## config.mk

```make
export PLATFORM = sky130hd
export DESIGN_NAME = monitor_spi_master_flat
export DESIGN_NICKNAME = d
export VERILOG_FILES = /design/src/rtl/monitor_spi_master_if.sv /design/src/rtl/monitor_spi_master.sv /design/src/flat_wrapper.sv
export SDC_FILE = /design/constraint.sdc
export NUM_CORES = 1
export LEC_CHECK = 0
export BUFFER_PORTS_ARGS = -buffer_cell sky130_fd_sc_hd__buf_2
export CORE_AREA = 2 2 127 117
export DETAILED_ROUTE_END_ITERATION = 10
export DIE_AREA = 0 0 129 119
export PLACE_DENSITY = 0.61
export SLEW_MARGIN = 20
export SYNTH_ARGS = -nofsm -noshare
export SYNTH_HDL_FRONTEND = slang
export SYNTH_SLANG_ARGS = --single-unit
```

## constraint.sdc

```tcl
create_clock -name MCLK_IN -period 3.5 [get_ports MCLK_IN]
set_clock_uncertainty 0.05 [all_clocks]
set_input_delay 0.7 -clock MCLK_IN [delete_from_list [all_inputs] [get_ports MCLK_IN]]
set_output_delay 0.7 -clock MCLK_IN [all_outputs]
set_load 0.005 [all_outputs]
```

## src/rtl/monitor_spi_master_if.sv

```systemverilog
// Bus bundle between the monitor SPI master and its host/slave side: poll request,
// SPI pins and the decoded monitor frame.
interface monitor_spi_master_if;
  logic        START_IN;
  logic [3:0]  INPUT_SIGNAL_IN;
  logic        SPISO_IN;
  logic        SPICLK;
  logic        SPISI;
  logic        SPISS;
  logic        BUSY;
  logic        FRAME_VALID;
  logic [23:0] ADDR;
  logic [15:0] DATA;
  logic [3:0]  OUTPUT_SIGNAL;
  logic        UART_VALID;
  logic [7:0]  UART_BYTE;

  modport master (
    input  START_IN, INPUT_SIGNAL_IN, SPISO_IN,
    output SPICLK, SPISI, SPISS, BUSY, FRAME_VALID,
           ADDR, DATA, OUTPUT_SIGNAL, UART_VALID, UART_BYTE
  );

  modport slave (
    output START_IN, INPUT_SIGNAL_IN, SPISO_IN,
    input  SPICLK, SPISI, SPISS, BUSY, FRAME_VALID,
           ADDR, DATA, OUTPUT_SIGNAL, UART_VALID, UART_BYTE
  );
endinterface

```

## src/rtl/monitor_spi_master.sv

```systemverilog
// SPI MODE1 master polling the board monitor: sends a 4-bit command, receives a 56-bit frame.
// Define AUTO_POLL_EN to restart polling automatically after each SS_GAP.
module monitor_spi_master #(
  parameter int CLK_DIV  = 4,
  parameter int SS_SETUP = 2,
  parameter int SS_GAP   = 8
) (
  input  logic                 MCLK_IN,
  input  logic                 RESET_IN,
  monitor_spi_master_if.master bus
);

  typedef enum logic [2:0] {
    ST_IDLE   = 3'd0,
    ST_SETUP  = 3'd1,
    ST_CLK_HI = 3'd2,
    ST_CLK_LO = 3'd3,
    ST_DONE   = 3'd4,
    ST_GAP    = 3'd5
  } state_t;

  localparam logic [15:0] DIV_LAST   = 16'(CLK_DIV - 1);
  localparam logic [15:0] SETUP_LAST = 16'(SS_SETUP - 1);
  localparam logic [15:0] GAP_LAST   = 16'(SS_GAP - 1);
  localparam logic [5:0]  EDGE_LAST  = 6'd55;

  state_t      state_r, state_next_s;
  logic [15:0] timer_r, timer_next_s;
  logic [5:0]  edge_r, edge_next_s, edge_inc_s;
  logic [7:0]  cmd_r, cmd_next_s;
  logic [55:0] shift_r, shift_next_s;
  logic        spiclk_r, spiclk_next_s;
  logic        spisi_r, spisi_next_s;
  logic        spiss_r, spiss_next_s;
  logic        busy_r, busy_next_s;
  logic        fv_r, fv_next_s;
  logic [23:0] addr_r, addr_next_s;
  logic [15:0] data_r, data_next_s;
  logic [3:0]  osig_r, osig_next_s;
  logic        uvalid_r, uvalid_next_s;
  logic [7:0]  ubyte_r, ubyte_next_s;

  assign edge_inc_s = edge_r + 6'd1;

  // Next-state and next-output logic; every output is registered below.
  always_comb begin
    state_next_s  = state_r;
    timer_next_s  = timer_r;
    edge_next_s   = edge_r;
    cmd_next_s    = cmd_r;
    shift_next_s  = shift_r;
    spiclk_next_s = spiclk_r;
    spisi_next_s  = spisi_r;
    spiss_next_s  = spiss_r;
    busy_next_s   = busy_r;
    fv_next_s     = 1'b0;
    addr_next_s   = addr_r;
    data_next_s   = data_r;
    osig_next_s   = osig_r;
    uvalid_next_s = uvalid_r;
    ubyte_next_s  = ubyte_r;

    case (state_r)
      ST_IDLE: begin
        timer_next_s = 16'd0;
        edge_next_s  = 6'd0;
        if (bus.START_IN) begin
          cmd_next_s   = {4'b0000, bus.INPUT_SIGNAL_IN};
          spiss_next_s = 1'b1;
          busy_next_s  = 1'b1;
          state_next_s = ST_SETUP;
        end else begin
          state_next_s = ST_IDLE;
        end
      end
      ST_SETUP: begin
        if (timer_r == SETUP_LAST) begin
          timer_next_s  = 16'd0;
          spiclk_next_s = 1'b1;
          spisi_next_s  = cmd_r[0];
          state_next_s  = ST_CLK_HI;
        end else begin
          timer_next_s = timer_r + 16'd1;
        end
      end
      ST_CLK_HI: begin
        if (timer_r == DIV_LAST) begin
          timer_next_s  = 16'd0;
          spiclk_next_s = 1'b0;
          shift_next_s  = {bus.SPISO_IN, shift_r[55:1]};
          state_next_s  = ST_CLK_LO;
        end else begin
          timer_next_s = timer_r + 16'd1;
        end
      end
      ST_CLK_LO: begin
        if (timer_r == DIV_LAST) begin
          timer_next_s = 16'd0;
          if (edge_r == EDGE_LAST) begin
            edge_next_s  = 6'd0;
            spiss_next_s = 1'b0;
            spisi_next_s = 1'b0;
            state_next_s = ST_DONE;
          end else begin
            edge_next_s   = edge_inc_s;
            spiclk_next_s = 1'b1;
            // Only the low command byte is meaningful; later bits are sent as zero.
            if (edge_r < 6'd7) begin
              spisi_next_s = cmd_r[edge_inc_s[2:0]];
            end else begin
              spisi_next_s = 1'b0;
            end
            state_next_s = ST_CLK_HI;
          end
        end else begin
          timer_next_s = timer_r + 16'd1;
        end
      end
      ST_DONE: begin
        fv_next_s     = 1'b1;
        addr_next_s   = shift_r[23:0];
        data_next_s   = shift_r[39:24];
        osig_next_s   = shift_r[43:40];
        uvalid_next_s = shift_r[44];
        ubyte_next_s  = shift_r[55:48];
        timer_next_s  = 16'd0;
        state_next_s  = ST_GAP;
      end
      ST_GAP: begin
        if (timer_r == GAP_LAST) begin
          timer_next_s = 16'd0;
`ifdef AUTO_POLL_EN
          cmd_next_s   = {4'b0000, bus.INPUT_SIGNAL_IN};
          spiss_next_s = 1'b1;
          state_next_s = ST_SETUP;
`else
          busy_next_s  = 1'b0;
          state_next_s = ST_IDLE;
`endif
        end else begin
          timer_next_s = timer_r + 16'd1;
        end
      end
      default: begin
        state_next_s  = ST_IDLE;
        timer_next_s  = 16'd0;
        edge_next_s   = 6'd0;
        spiclk_next_s = 1'b0;
        spisi_next_s  = 1'b0;
        spiss_next_s  = 1'b0;
        busy_next_s   = 1'b0;
      end
    endcase
  end

  // State, counters, shift register and registered outputs.
  always_ff @(posedge MCLK_IN) begin
    if (RESET_IN) begin
      state_r  <= ST_IDLE;
      timer_r  <= 16'd0;
      edge_r   <= 6'd0;
      cmd_r    <= 8'd0;
      shift_r  <= 56'd0;
      spiclk_r <= 1'b0;
      spisi_r  <= 1'b0;
      spiss_r  <= 1'b0;
      busy_r   <= 1'b0;
      fv_r     <= 1'b0;
      addr_r   <= 24'd0;
      data_r   <= 16'd0;
      osig_r   <= 4'd0;
      uvalid_r <= 1'b0;
      ubyte_r  <= 8'd0;
    end else begin
      state_r  <= state_next_s;
      timer_r  <= timer_next_s;
      edge_r   <= edge_next_s;
      cmd_r    <= cmd_next_s;
      shift_r  <= shift_next_s;
      spiclk_r <= spiclk_next_s;
      spisi_r  <= spisi_next_s;
      spiss_r  <= spiss_next_s;
      busy_r   <= busy_next_s;
      fv_r     <= fv_next_s;
      addr_r   <= addr_next_s;
      data_r   <= data_next_s;
      osig_r   <= osig_next_s;
      uvalid_r <= uvalid_next_s;
      ubyte_r  <= ubyte_next_s;
    end
  end

  assign bus.SPICLK        = spiclk_r;
  assign bus.SPISI         = spisi_r;
  assign bus.SPISS         = spiss_r;
  assign bus.BUSY          = busy_r;
  assign bus.FRAME_VALID   = fv_r;
  assign bus.ADDR          = addr_r;
  assign bus.DATA          = data_r;
  assign bus.OUTPUT_SIGNAL = osig_r;
  assign bus.UART_VALID    = uvalid_r;
  assign bus.UART_BYTE     = ubyte_r;

endmodule

```

## src/flat_wrapper.sv

```systemverilog
// flat-port wrapper written by rule: the top's interface ports become plain ports
module monitor_spi_master_flat 
#(
  parameter int CLK_DIV  = 4,
  parameter int SS_SETUP = 2,
  parameter int SS_GAP   = 8
)
  (MCLK_IN, RESET_IN, bus_START_IN, bus_INPUT_SIGNAL_IN, bus_SPISO_IN, bus_SPICLK, bus_SPISI, bus_SPISS, bus_BUSY, bus_FRAME_VALID, bus_ADDR, bus_DATA, bus_OUTPUT_SIGNAL, bus_UART_VALID, bus_UART_BYTE);
  monitor_spi_master_if bus_i ();
  input  logic MCLK_IN;
  input  logic RESET_IN;
  input wire logic [$bits(bus_i.START_IN)-1:0] bus_START_IN;
  input wire logic [$bits(bus_i.INPUT_SIGNAL_IN)-1:0] bus_INPUT_SIGNAL_IN;
  input wire logic [$bits(bus_i.SPISO_IN)-1:0] bus_SPISO_IN;
  output wire logic [$bits(bus_i.SPICLK)-1:0] bus_SPICLK;
  output wire logic [$bits(bus_i.SPISI)-1:0] bus_SPISI;
  output wire logic [$bits(bus_i.SPISS)-1:0] bus_SPISS;
  output wire logic [$bits(bus_i.BUSY)-1:0] bus_BUSY;
  output wire logic [$bits(bus_i.FRAME_VALID)-1:0] bus_FRAME_VALID;
  output wire logic [$bits(bus_i.ADDR)-1:0] bus_ADDR;
  output wire logic [$bits(bus_i.DATA)-1:0] bus_DATA;
  output wire logic [$bits(bus_i.OUTPUT_SIGNAL)-1:0] bus_OUTPUT_SIGNAL;
  output wire logic [$bits(bus_i.UART_VALID)-1:0] bus_UART_VALID;
  output wire logic [$bits(bus_i.UART_BYTE)-1:0] bus_UART_BYTE;
  assign bus_i.START_IN = bus_START_IN;
  assign bus_i.INPUT_SIGNAL_IN = bus_INPUT_SIGNAL_IN;
  assign bus_i.SPISO_IN = bus_SPISO_IN;
  assign bus_SPICLK = bus_i.SPICLK;
  assign bus_SPISI = bus_i.SPISI;
  assign bus_SPISS = bus_i.SPISS;
  assign bus_BUSY = bus_i.BUSY;
  assign bus_FRAME_VALID = bus_i.FRAME_VALID;
  assign bus_ADDR = bus_i.ADDR;
  assign bus_DATA = bus_i.DATA;
  assign bus_OUTPUT_SIGNAL = bus_i.OUTPUT_SIGNAL;
  assign bus_UART_VALID = bus_i.UART_VALID;
  assign bus_UART_BYTE = bus_i.UART_BYTE;
  monitor_spi_master #(.CLK_DIV(CLK_DIV), .SS_SETUP(SS_SETUP), .SS_GAP(SS_GAP)) u_core (.MCLK_IN(MCLK_IN), .RESET_IN(RESET_IN), .bus(bus_i));
endmodule
```

======== Word level (Yosys, flattened, before mapping) ========
Index checks and enable logic that the tools add are counted.
storage, ports and cells
  output and inout port bits .............. 58
  flip-flop bits (word level) ............. 143
  input port bits ......................... 8
cells by class
  mux-type cells .......................... 33
  bitwise operators ....................... 4
  $lt $le $gt $ge ......................... 2
  add/subtract/negate cells ............... 2
  eq/ne operators ......................... 16
  reductions and logical operators ........ 14
operator list
  operator                                                                      count
  16-bit 2-to-1 mux                                                             3
  16-bit case mux with 3 select lines                                           1
  3-bit case mux with 6 select lines                                            1
  16-bit by 1-bit adder with 16-bit output, second input constant               1
  16-bit by 1-bit equality test with 1-bit output, second input constant        1
  16-bit by 2-bit equality test with 1-bit output, second input constant        1
  16-bit by 3-bit equality test with 1-bit output, second input constant        1
  1-bit 2-to-1 mux                                                              15
  3-bit 2-to-1 mux                                                              5
  6-bit 2-to-1 mux                                                              2
  6-bit case mux with 2 select lines                                            1
  4-bit OR reduction                                                            3
  2-bit by 1-bit != test with 1-bit output, second input constant               5
  1-bit case mux with 3 select lines                                            3
  4-bit AND reduction                                                           2
  6-bit by 1-bit adder with 6-bit output, second input constant                 1
  3-bit by 2-bit equality test with 1-bit output, second input constant         2
  3-bit equality test, second input constant                                    2
  6-bit equality test, second input constant                                    1
  6-bit by 3-bit less-than comparator with 1-bit output, second input constant  1
  2-bit AND reduction                                                           3
  3-bit AND reduction                                                           2
  5-bit AND reduction                                                           1
  3-bit by 4-bit less-than comparator with 1-bit output, second input constant  1
  8 further kinds                                                               12

======== Logic depth before layout (Yosys ltp) ========
Gate-level depths: netlist of the first run.
  depth after elaboration ................. 7
  depth in mapped cells ................... 8
  gate-level depth less buffers ........... 6

======== Worst setup path before layout of the first run ========
Ideal clock, no wire load.
  kind .................................... register -> register
  start point ............................. register u_core.timer_r[0]
  end point ............................... register u_core.edge_r[4]
  stages on the path, launching flop included .. 7
  setup time .............................. 0.116 ns
  arrival time ............................ 1.653 ns
  slack ................................... 1.680 ns
  data required time ...................... 3.334 ns
  cell sequence ........................... dfxtp_1 > ha_1 > nor4b_2 > and4_2 > a311o_1 > nand2_1 > a31o_2
between the ends
  longest elaborated chain between the ends .. 3
RTL lines
  item                                                       RTL line                   source
  from (decl)                                                monitor_spi_master.sv:28   logic [15:0] timer_r, timer_next_s;
  from (signal assigned)                                     monitor_spi_master.sv:176  timer_r <= timer_next_s;
  16-bit by 2-bit equality test with 1-bit output            monitor_spi_master.sv:97   if (timer_r == DIV_LAST) begin
  2-bit by 1-bit != test with 1-bit output (no source line)  n/a
  2-bit AND reduction (no source line)                       n/a
  to (signal assigned)                                       monitor_spi_master.sv:177  edge_r <= edge_next_s;
  to (decl)                                                  monitor_spi_master.sv:29   logic [5:0] edge_r, edge_next_s, edge_inc_s;
No other way between the ends.
A chain may end at the register's enable or synchronous reset.

======== Worst setup path in the final report of the first run ========
  start point ............................. register u_core.timer_r[0]
  end point ............................... register u_core.shift_r[20]
between the ends
  longest elaborated chain between the ends .. 2
RTL lines
  item                                             RTL line                   source
  16-bit by 2-bit equality test with 1-bit output  monitor_spi_master.sv:87   if (timer_r == DIV_LAST) begin
  2-bit AND reduction (no source line)             n/a
  to (signal assigned)                             monitor_spi_master.sv:179  shift_r <= shift_next_s;
  to (decl)                                        monitor_spi_master.sv:31   logic [55:0] shift_r, shift_next_s;
No other way between the ends.

==> results.md, run 1 <==
* Critical path type: reg2reg
* Post-CTS Hold Fix Bufs at 0
* Ys flop type: dfxtp_1
* Fin crit share at 0.651
* DIE WIDTH at 129 um
* Min Tclk post-route at 2.28 ns
* H-Tree Depth at 4
* GRT Overall Usage at 0.150
* Cts bufs inserted at 17
* Number of remaining DRC errors at 0
* Max_cap viols at 0
* Total negative slack at 0 ns
* Syn Area/Cell at 8.19 sq um
* Register area share after synthesis at 0.522
* Vias in the first global route at 3,987
* Inserted Diodes at 0
* Post-synth ARST share at 0
* Worst path required time at 3.79 ns
* Routed wire per std cell at 12.3 um
* Ys Warns at 0
* Die H at 119 um
* Maximum net fanout on the critical path at 56
* Area growth, synth to finish at 18.3%
* Vias at 4,507
* Antenna-violating nets left at 0
* Pin count of the biggest net entering global routing at 86
* R2R depth at 7
* Max IR drop VDD at 0.333 mV
* Unique masters post-synth at 50
* Initial Util at 0.385
* Number of port buffers at 65
* # IOs at 66
* Crit end category: register
* Final-stage net count at 725
* Worst-path clk slew at 0.06 ns
* HP Start: u_core.shift_r[46]
* Run status: finished clean
* GR peak layer: met2
* Via/cell ratio at 4.87
* Pwr Density at 582 mW/mm^2
* Rel. slew slack at 0.320
* R2r endpoint: u_core.shift_r[20]
* Layout cells sized above 1 at 0.157
* RSZ-0062 raised after global routing: false
* Routed WL at 11.4 mm
* Final instance area at 0.00649 sq mm
* Critical Path Source Type: register
* Maximum buffer depth of the clock tree at 2
* Pre-antenna DRT Iters at 4
* Row count at 42
* Fmax at 0.439 GHz
* Netlist Area Pre-Place at 0.00548 sq mm
* Initial antenna violation count at 0
* Met2 usage at 0.231
* Core ar. at 0.0142 sq mm
* Remaining Overflow, GRT at 0
* Commonest non-fill, non-tap cell in the layout: nand2_1
* Multi-input gate area at 0.00241 sq mm
* Met1 Usage GRT at 0.198
* Postcts setup bufs at 0
* Reg-to-reg startpoint: u_core.timer_r[0]
* Clock sink total at 143
* Placed cell area at 0.00589 sq mm
* First-pass GRT wire length at 18.7 mm
* Synth Register Bits at 143
* Clk root buf: clkbuf_16
* TritonCTS clock tree: yes
* Final slew viol count at 0
* GRT met3 Usage at 0.0481
* Hold Path Stages at 2
* CP Data Arrival Time at 2.57 ns
* Power Total at 3.78 mW
* Post-cts sizing count at 0
* Leak at 2.32 nW
* Placer Congestion at 0.823
* Drt first-iter violations at 359
* Worst-Skew Late Latency at 0.41 ns
* R2r setup slk at 1.22 ns
* Mapped Nets at 681
* Mapped Cells at 670
* Die area at 0.0154 sq mm
* Post-synth EDFFs at 0
* Tightest Pin Transition at 1.02 ns
* Hold Fails Final Rpt at 0
* Commonest cells after routing, fill and taps aside: nand2_1, dfxtp_1, a21oi_1
* Final setup fails at 0
* HPWL Detailed at 7.10 mm
* Fillers at 1,412
* Register area at 0.00286 sq mm
* Worst min path class: reg2reg
* Hold EP: u_core.shift_r[46]
-- routing by layer --
layer  share of wire  up-vias  routed length [um]
met5               0        -                   0
li1                -     2322                   -
met3           0.040        8                 452
met2            0.45       93                5140
met4          0.0088        0                 100
met1            0.50     2084                5650
-- report_power, final --
group          total [mW]  internal (mW)  switching, mW
clock network        1.77           1.13          0.643
registers            1.71           1.66         0.0494
logic               0.297          0.112          0.184
total                3.78           2.90          0.877
-- stage by stage --
stage | setup WS, ns | utilization | cells | hold slack [ns]
6_report | 1.22 | 0.456 | 925 | 0.399
5_1_grt | 0.879 | 0.456 | 925 | 0.418
3_3_place_gp | 1.32 | 0.414 | 893 | 0.390
2_1_floorplan | 1.68 | - | 670 | 0.382
4_1_cts | 1.19 | 0.456 | 925 | 0.403
3_5_place_dp | 1.21 | 0.414 | 893 | 0.396
-- synthesized netlist by cell type (2+ instances only) --
| cell | instances | share of area |
|---|---|---|
| o31a_1 | 2 | 0.0032 |
| nor4_1 | 2 | 0.0023 |
| nor3_1 | 8 | 0.0073 |
| o21ai_0 | 4 | 0.0037 |
| xor2_1 | 10 | 0.016 |
| inv_1 | 4 | 0.0027 |
| nand4b_1 | 3 | 0.0048 |
| clkbuf_1 | 31 | 0.021 |
| and2_1 | 4 | 0.0046 |
| nand2b_1 | 2 | 0.0023 |
| nand3_1 | 9 | 0.0082 |
| mux2i_1 | 4 | 0.0073 |
| nor3_2 | 2 | 0.0037 |
| buf_6 | 5 | 0.010 |
| a32o_1 | 2 | 0.0037 |
| dfxtp_1 | 143 | 0.52 |
| a211oi_1 | 2 | 0.0027 |
| buf_2 | 6 | 0.0055 |
| and4_1 | 2 | 0.0032 |
| nor4_4 | 2 | 0.0078 |
| and4_2 | 2 | 0.0037 |
| xnor2_1 | 4 | 0.0064 |
| ha_1 | 3 | 0.0068 |
| a21oi_1 | 119 | 0.11 |
| nand4_1 | 4 | 0.0046 |
| nand2_1 | 235 | 0.16 |
| nor2_1 | 33 | 0.023 |
-- layout make-up --
type                    instances  share of cell area
multi-input cells             480               0.371
flip-flops and latches        143               0.441
repair buffers                 68              0.0559
inverters                       4             0.00231
clock buffers                  24              0.0758
clock inverters                 8              0.0158
well taps                     198              0.0382
-- worst max-delay path, cell delays in order (launching register included) --
cell	delay [ns]
dfxtp_1	0.37
ha_1	0.26
nor4b_2	0.28
nand4_2	0.28
nor3_4	0.18
buf_4	0.48
nand2_1	0.11
a21oi_1	0.16
-- registers in the layout (all words and copies together), names as in the netlist --
signal                    flops
u_core.edge_r                 6
u_core.bus.ADDR              24
u_core.bus.SPISI              1
u_core.bus.FRAME_VALID        1
u_core.bus.UART_VALID         1
u_core.bus.SPICLK             1
u_core.timer_r               16
u_core.state_r                3
u_core.shift_r               56
u_core.bus.BUSY               1
u_core.bus.OUTPUT_SIGNAL      4
u_core.bus.UART_BYTE          8
u_core.cmd_r                  4
u_core.bus.DATA              16
u_core.bus.SPISS              1
-- kinds of logic after synthesis --
kind of cell | after synthesis | synth area share
buffers and inverters | 47 | 0.0411
AOI/OAI and AO/OA | 141 | 0.147
muxes | 5 | 0.0114
xor gates and xnor gates | 14 | 0.0224
adders and majority gates | 3 | 0.00685
DFF | 143 | 0.522
and+or+nand+nor | 317 | 0.250
-- worst max-delay path by stage --
| stage | from | endpoint | slack [ns] | cells past startpoint |
|---|---|---|---|---|
| after CTS | u_core.timer_r[0] | u_core.shift_r[20] | 1.19 | 7 |
| after global routing | u_core.timer_r[0] | u_core.shift_r[38] | 0.88 | 7 |
| final | u_core.timer_r[0] | u_core.shift_r[20] | 1.22 | 7 |
| after floorplan | u_core.timer_r[0] | u_core.edge_r[4] | 1.68 | 6 |
| after global placement | u_core.timer_r[0] | u_core.shift_r[34] | 1.32 | 7 |
| after detailed placement | u_core.timer_r[0] | u_core.shift_r[20] | 1.21 | 7 |
(Power assumes the default switching activity.)
==> inputs of run 2 (changes only) <==
==> constraint.sdc (replaced) <==
create_clock -name MCLK_IN -period 2.2 [get_ports MCLK_IN]
set_clock_uncertainty 0.05 [all_clocks]
set_input_delay 0.44 -clock MCLK_IN [delete_from_list [all_inputs] [get_ports MCLK_IN]]
set_output_delay 0.44 -clock MCLK_IN [all_outputs]
set_load 0.005 [all_outputs]
==> results.md, run 2 (synthesis results as in run 1) <==
* Run status: finished clean (unchanged)
* Hold Path Stages at 3 (was 2)
* Clock sink total at 143 (unchanged)
* Tightest Pin Transition at 0.558 ns (was 1.02 ns)
* R2r endpoint: u_core.bus.SPISI (was u_core.shift_r[20])
* Initial antenna violation count at 0 (unchanged)
* Worst Path Buf+Inv at 0 (was 1)
* Post-CTS Hold Fix Bufs at 0 (unchanged)
* Rel. slew slack at 0.628 (was 0.320)
* Final setup fails at 0 (unchanged)
* Hold Fails Final Rpt at 0 (unchanged)
* Max FFs per register at 56 (unchanged)
* Fin crit share at 0.946 (was 0.651)
* Commonest non-fill, non-tap cell in the layout: nand2_1 (unchanged)
* Crit path from: u_core.timer_r[14] (was u_core.timer_r[0])
* Critical Path Source Type: register (unchanged)
* Fmax at 0.480 GHz (was 0.439 GHz)
* Core ar. at 0.0142 sq mm (unchanged)
* Met3 wire length at 506 um (was 452 um)
* Wl on met1 at 5.43 mm (was 5.65 mm)
* Antenna-violating nets left at 0 (unchanged)
* Routed wire per std cell at 12.2 um (was 12.3 um)
* Maximum buffer depth of the clock tree at 2 (unchanged)
* HPWL Detailed at 7.29 mm (was 7.10 mm)
* Top sig layer: met4 (unchanged)
* Min Tclk post-route at 2.08 ns (was 2.28 ns)
* Via/cell ratio at 4.82 (was 4.87)
* Critical path type: reg2reg (unchanged)
* R2r setup slk at 0.12 ns (was 1.22 ns)
* Final slew viol count at 0 (unchanged)
* HP Start: bus_INPUT_SIGNAL_IN[2] (was u_core.shift_r[46])
* Critical path, cell by cell: nor4_4 -> nand4_1 -> o311ai_4 -> o221ai_1 -> a32o_1 (was ha_1 -> nor4b_2 -> nand4_2 -> nor3_4 -> buf_4 -> nand2_1 -> a21oi_1)
* Pwr Density at 905 mW/mm^2 (was 582 mW/mm^2)
* Die H at 119 um (unchanged)
* Max_cap viols at 0 (unchanged)
* Layout cells sized above 1 at 0.163 (was 0.157)
* Slowest cell on crit path: o311ai_4 (was buf_4)
* Number of remaining DRC errors at 0 (unchanged)
* Maximum net fanout on the critical path at 6 (was 56)
* Placer Congestion at 0.869 (was 0.823)
* DIE WIDTH at 129 um (unchanged)
* DR WL met2 at 5.22 mm (was 5.14 mm)
* Leak at 2.35 nW (was 2.32 nW)
* Worst Setup Slack, final at 0.119 ns (was 1.22 ns)
* Max IR drop VDD at 0.679 mV (was 0.333 mV)
* Die area at 0.0154 sq mm (unchanged)
* Worst path required time at 2.45 ns (was 3.79 ns)
* Setup WS pre-CTS at 0.123 ns (was 1.21 ns)
* Area growth, synth to finish at 19.7% (was 18.3%)
* Pre-antenna DRT Iters at 5 (was 4)
* Remaining Overflow, GRT at 0 (unchanged)
* H-Tree Depth at 4 (unchanged)
* CP max stage delay at 0.46 ns (was 0.48 ns)
* Worst-path clk slew at 0.06 ns (about the same)
* Hold EP: u_core.cmd_r[2] (was u_core.shift_r[46])
* Crit end category: register (unchanged)
* Clk root buf: clkbuf_16 (unchanged)
* Worst-Skew Late Latency at 0.41 ns (about the same)
* First-pass GRT wire length at 19.0 mm (was 18.7 mm)
* Number of port buffers at 65 (unchanged)
* TritonCTS clock tree: yes (unchanged)
* Kind of cell adding the most delay to the critical path: compound AO/OA/AOI/OAI gates (was simple AND/OR/NAND/NOR gates)
* Drt first-iter violations at 399 (was 359)
* Row count at 42 (unchanged)
* Pin count of the biggest net entering global routing at 68 (was 86)
* Vias in the first global route at 4,187 (was 3,987)
* R2R depth at 5 (was 7)
* CP Data Arrival Time at 2.33 ns (was 2.57 ns)
* # IOs at 66 (unchanged)
* Vias at 4,487 (was 4,507)
* Inserted Diodes at 0 (unchanged)
* GRT Overall Usage at 0.154 (was 0.150)
* Worst min path class: in2reg (was reg2reg)
* Routed WL at 11.3 mm (was 11.4 mm)
* Cts bufs inserted at 17 (unchanged)
* Commonest cells after routing, fill and taps aside: nand2_1, dfxtp_1, a21oi_1 (unchanged)
* Final-stage net count at 731 (was 725)
* Largest Register: u_core.shift_r (unchanged)
* Power Total at 5.94 mW (was 3.78 mW)
* Initial Util at 0.385 (unchanged)
* Reg-to-reg startpoint: u_core.timer_r[14] (was u_core.timer_r[0])
run 2: changes by cell type in the layout (fill, tap and decap cells not counted), moves of 2 or more:
| cell | change |
|---|---|
| clkinv_2 | +3 |
| buf_4 | +3 |
| buf_12 | +3 |
| clkinvlp_4 | -2 |
run 2: worst max-delay path by stage:
stage                               to  slack (ns)  depth (start not counted)
finish                u_core.bus.SPISI        0.12                          5
global placement    u_core.shift_r[34]        0.24                          7
global route         u_core.bus.SPICLK       -0.04                          5
detailed placement  u_core.shift_r[30]        0.12                          7
floorplan             u_core.edge_r[4]        0.38                          6
CTS                 u_core.shift_r[30]        0.11                          7
run 2: tightest hold or removal path, cell delays in order:
cell,delay [ns]
buf_2,0.07
mux2i_1,0.06
nor2_1,0.07
run 2: area by class of cell:
| type | count | area [sq um] |
|---|---|---|
| Fill cell | 1387 | 7680 |
| Sequential cell | 143 | 2860 |
| Multi-Input combinational cell | 480 | 2430 |
| Clock buffer | 24 | 482 |
| Timing Repair Buffer | 74 | 445 |
| Tap cell | 198 | 248 |
| Clock inverter | 7 | 85.1 |
| Inverter | 4 | 15.0 |
run 2: metal layers:
layer	GRT usage	vias to the layer above
li1	-	2330
met1	0.200	2059
met2	0.232	86
met3	0.0490	12
met4	0.0720	0
met5	0	-
run 2: report_power, final:
group / switching (mW) / internal [mW]
combinational: 0.290 / 0.193
clock: 0.990 / 1.74
sequential: 0.0801 / 2.65
total: 1.36 / 4.58
run 2: timing repair:
item	CTS	global route
gates resized for setup	0	4
setup endpoints to repair	0	59
setup buffers	0	2
run 2: stage by stage:
step | TNS (ns) | instances | cell area, sq um | hold WS [ns] | utilization
after floorplan | 0 | 670 | 5480 | 0.382 | -
after global placement | 0 | 897 | 5960 | 0.389 | 0.419
after detailed placement | 0 | 897 | 5960 | 0.395 | 0.419
after CTS | 0 | 928 | 6530 | 0.194 | 0.458
after global routing | -0.254 | 930 | 6560 | 0.200 | 0.461
final | 0 | 930 | 6560 | 0.213 | 0.461
==> inputs of run 3 (changes only) <==
--- a/config.mk
+++ b/config.mk
@@ -6,10 +6,9 @@
 export NUM_CORES = 1
 export LEC_CHECK = 0
 export BUFFER_PORTS_ARGS = -buffer_cell sky130_fd_sc_hd__buf_2
-export CORE_AREA = 2 2 127 117
+export CORE_AREA = 2 2 119 109
 export DETAILED_ROUTE_END_ITERATION = 10
-export DIE_AREA = 0 0 129 119
-export PLACE_DENSITY = 0.61
+export DIE_AREA = 0 0 121 111
 export SLEW_MARGIN = 20
 export SYNTH_ARGS = -nofsm -noshare
 export SYNTH_HDL_FRONTEND = slang
==> results.md, run 3 (synthesis results as in run 1) <==
* Run status: finished clean (unchanged)
* Final slew viol count at 0 (unchanged)
* Max FFs per register at 56 (unchanged)
* Hold EP: u_core.cmd_r[3] (was u_core.cmd_r[2])
* Routed wire per std cell at 13.1 um (was 12.2 um)
* DIE WIDTH at 121 um (was 129 um)
* GR peak layer: met2 (unchanged)
* Worst-path clk slew at 0.05 ns (was 0.06 ns)
* CP max stage delay at 0.37 ns (was 0.46 ns)
* Pin count of the biggest net entering global routing at 57 (was 68)
* Initial Util at 0.444 (was 0.385)
* Placed insts at 865 (was 897)
* Routed WL at 11.8 mm (was 11.3 mm)
* Final Non-Filler Cells at 897 (was 930)
* Critical path, cell by cell: ha_2 -> nor4b_4 -> nand4_4 -> nor3_4 -> buf_12 -> clkbuf_16 -> nand2_1 -> a21oi_1 (was nor4_4 -> nand4_1 -> o311ai_4 -> o221ai_1 -> a32o_1)
* First-pass GRT wire length at 19.1 mm (was 19.0 mm)
* Worst Setup Slack, final at 0.154 ns (was 0.119 ns)
* Remaining Overflow, GRT at 0 (unchanged)
* Met1 Usage GRT at 0.224 (was 0.200)
* Crit end category: register (unchanged)
* Maximum net fanout on the critical path at 28 (was 6)
* Critical path type: reg2reg (unchanged)
* Worst-Skew Late Latency at 0.41 ns (about the same)
* Worst path required time at 2.49 ns (was 2.45 ns)
* Rel. slew slack at 0.625 (was 0.628)
* Antenna-violating nets left at 0 (unchanged)
* Largest Register: u_core.shift_r (unchanged)
* Layout cells sized above 1 at 0.165 (was 0.163)
* Placer Congestion at 0.833 (was 0.869)
* Slowest cell on crit path: dfxtp_1 (was o311ai_4)
* Max_cap viols at 0 (unchanged)
* Total negative slack at 0 ns (unchanged)
* # IOs at 66 (unchanged)
* Pre-antenna DRT Iters at 5 (unchanged)
* Setup WS pre-CTS at 0.117 ns (was 0.123 ns)
* Die H at 111 um (was 119 um)
* Pwr Density at 909 mW/mm^2 (was 905 mW/mm^2)
* Kind of cell adding the most delay to the critical path: simple AND/OR/NAND/NOR gates (was compound AO/OA/AOI/OAI gates)
* Cts bufs inserted at 17 (unchanged)
* Row count at 39 (was 42)
* Maximum buffer depth of the clock tree at 2 (unchanged)
* Fmax at 0.489 GHz (was 0.480 GHz)
* Number of port buffers at 65 (unchanged)
* Worst Path Buf+Inv at 2 (was 0)
* Initial antenna violation count at 0 (unchanged)
* Reg-to-reg startpoint: u_core.timer_r[0] (was u_core.timer_r[14])
* Min Tclk post-route at 2.05 ns (was 2.08 ns)
* HP Start: bus_INPUT_SIGNAL_IN[3] (was bus_INPUT_SIGNAL_IN[2])
* R2R depth at 8 (was 5)
* Max IR drop VDD at 0.665 mV (was 0.679 mV)
* RSZ-0062 raised after global routing: false
* Worst min path class: in2reg (unchanged)
* Vias in the first global route at 4,276 (was 4,187)
* Inserted Diodes at 0 (unchanged)
* Vias at 4,604 (was 4,487)
* R2r setup slk at 0.15 ns (was 0.12 ns)
* Core ar. at 0.0123 sq mm (was 0.0142 sq mm)
* TritonCTS clock tree: yes (unchanged)
* CP Data Arrival Time at 2.33 ns (about the same)
* Hold Path Stages at 3 (unchanged)
* Commonest non-fill, non-tap cell in the layout: nand2_1 (unchanged)
* GRT Overall Usage at 0.176 (was 0.154)
* R2r endpoint: u_core.shift_r[37] (was u_core.bus.SPISI)
* Post-CTS Hold Fix Bufs at 0 (unchanged)
* GRT met3 Usage at 0.0509 (was 0.0490)
* Drt first-iter violations at 269 (was 399)
* Area growth, synth to finish at 20.6% (was 19.7%)
* Tightest Pin Transition at 0.563 ns (was 0.558 ns)
* H-Tree Depth at 4 (unchanged)
* Final-stage net count at 734 (was 731)
* Met2 usage at 0.282 (was 0.232)
* Commonest cells after routing, fill and taps aside: nand2_1, dfxtp_1, a21oi_1 (unchanged)
* Leak at 2.38 nW (was 2.35 nW)
* HPWL Detailed at 7.31 mm (was 7.29 mm)
* Via/cell ratio at 5.13 (was 4.82)
* Die area at 0.0134 sq mm (was 0.0154 sq mm)
* Clock sink total at 143 (unchanged)
* Fin crit share at 0.930 (was 0.946)
* Clk root buf: clkbuf_16 (unchanged)
* Hold Fails Final Rpt at 0 (unchanged)
* Critical Path Source Type: register (unchanged)
* Final setup fails at 0 (unchanged)
* Number of remaining DRC errors at 0 (unchanged)
## run 3: worst max path at each step
stage	start	endpoint	slack (ns)	cells past startpoint
2_1_floorplan	u_core.timer_r[0]	u_core.edge_r[4]	0.38	6
3_3_place_gp	u_core.timer_r[0]	u_core.shift_r[50]	0.20	7
3_5_place_dp	u_core.timer_r[0]	u_core.shift_r[0]	0.12	7
4_1_cts	u_core.timer_r[0]	u_core.shift_r[0]	0.1	7
5_1_grt	u_core.timer_r[14]	u_core.bus.SPICLK	0.01	5
6_report	u_core.timer_r[0]	u_core.shift_r[37]	0.15	8
## run 3: stage by stage
step	total power [mW]	area [sq um]	hold WS, ns	util
finish	6.01	6610	0.215	0.536
global route	6.27	6610	0.246	0.536
CTS	6.08	6520	0.205	0.528
detailed placement	3.26	5950	0.396	0.482
global placement	3.25	5950	0.391	0.482
floorplan	3.14	5480	0.382	-
## run 3: final cells by class
class | instances | area (sq um)
clock buffer | 22 | 464
clock inverter | 7 | 113
fill | 1179 | 5730
inverter | 4 | 15.0
multi-input combinational | 480 | 2430
sequential | 143 | 2860
tap | 164 | 205
timing repair buffer | 77 | 528
## run 3: repair_timing
action                                  CTS  global route
endpoints found under the setup margin    0            56
resized for setup                         0             3
setup buffers                             0             1
## run 3: where the power goes
group	switching, mW	internal [mW]	total (mW)	leakage, nW
registers	0.0683	2.65	2.71	1.15
clock network	0.987	1.82	2.80	0.282
logic	0.297	0.197	0.494	0.949
total	1.35	4.66	6.01	2.38
## run 3: routing by layer
metal	up-vias	part of all wire
met5	-	0
met4	0	0.011
met3	14	0.038
met2	92	0.47
met1	2154	0.48
li1	2344	-
## run 3: worst min-delay path: cells and delay by family
| kind | cells | cell delay (ns) |
|---|---|---|
| buffers and inverters | 1 | 0.08 |
| AND/OR/NAND/NOR | 1 | 0.07 |
| multiplexers | 1 | 0.05 |
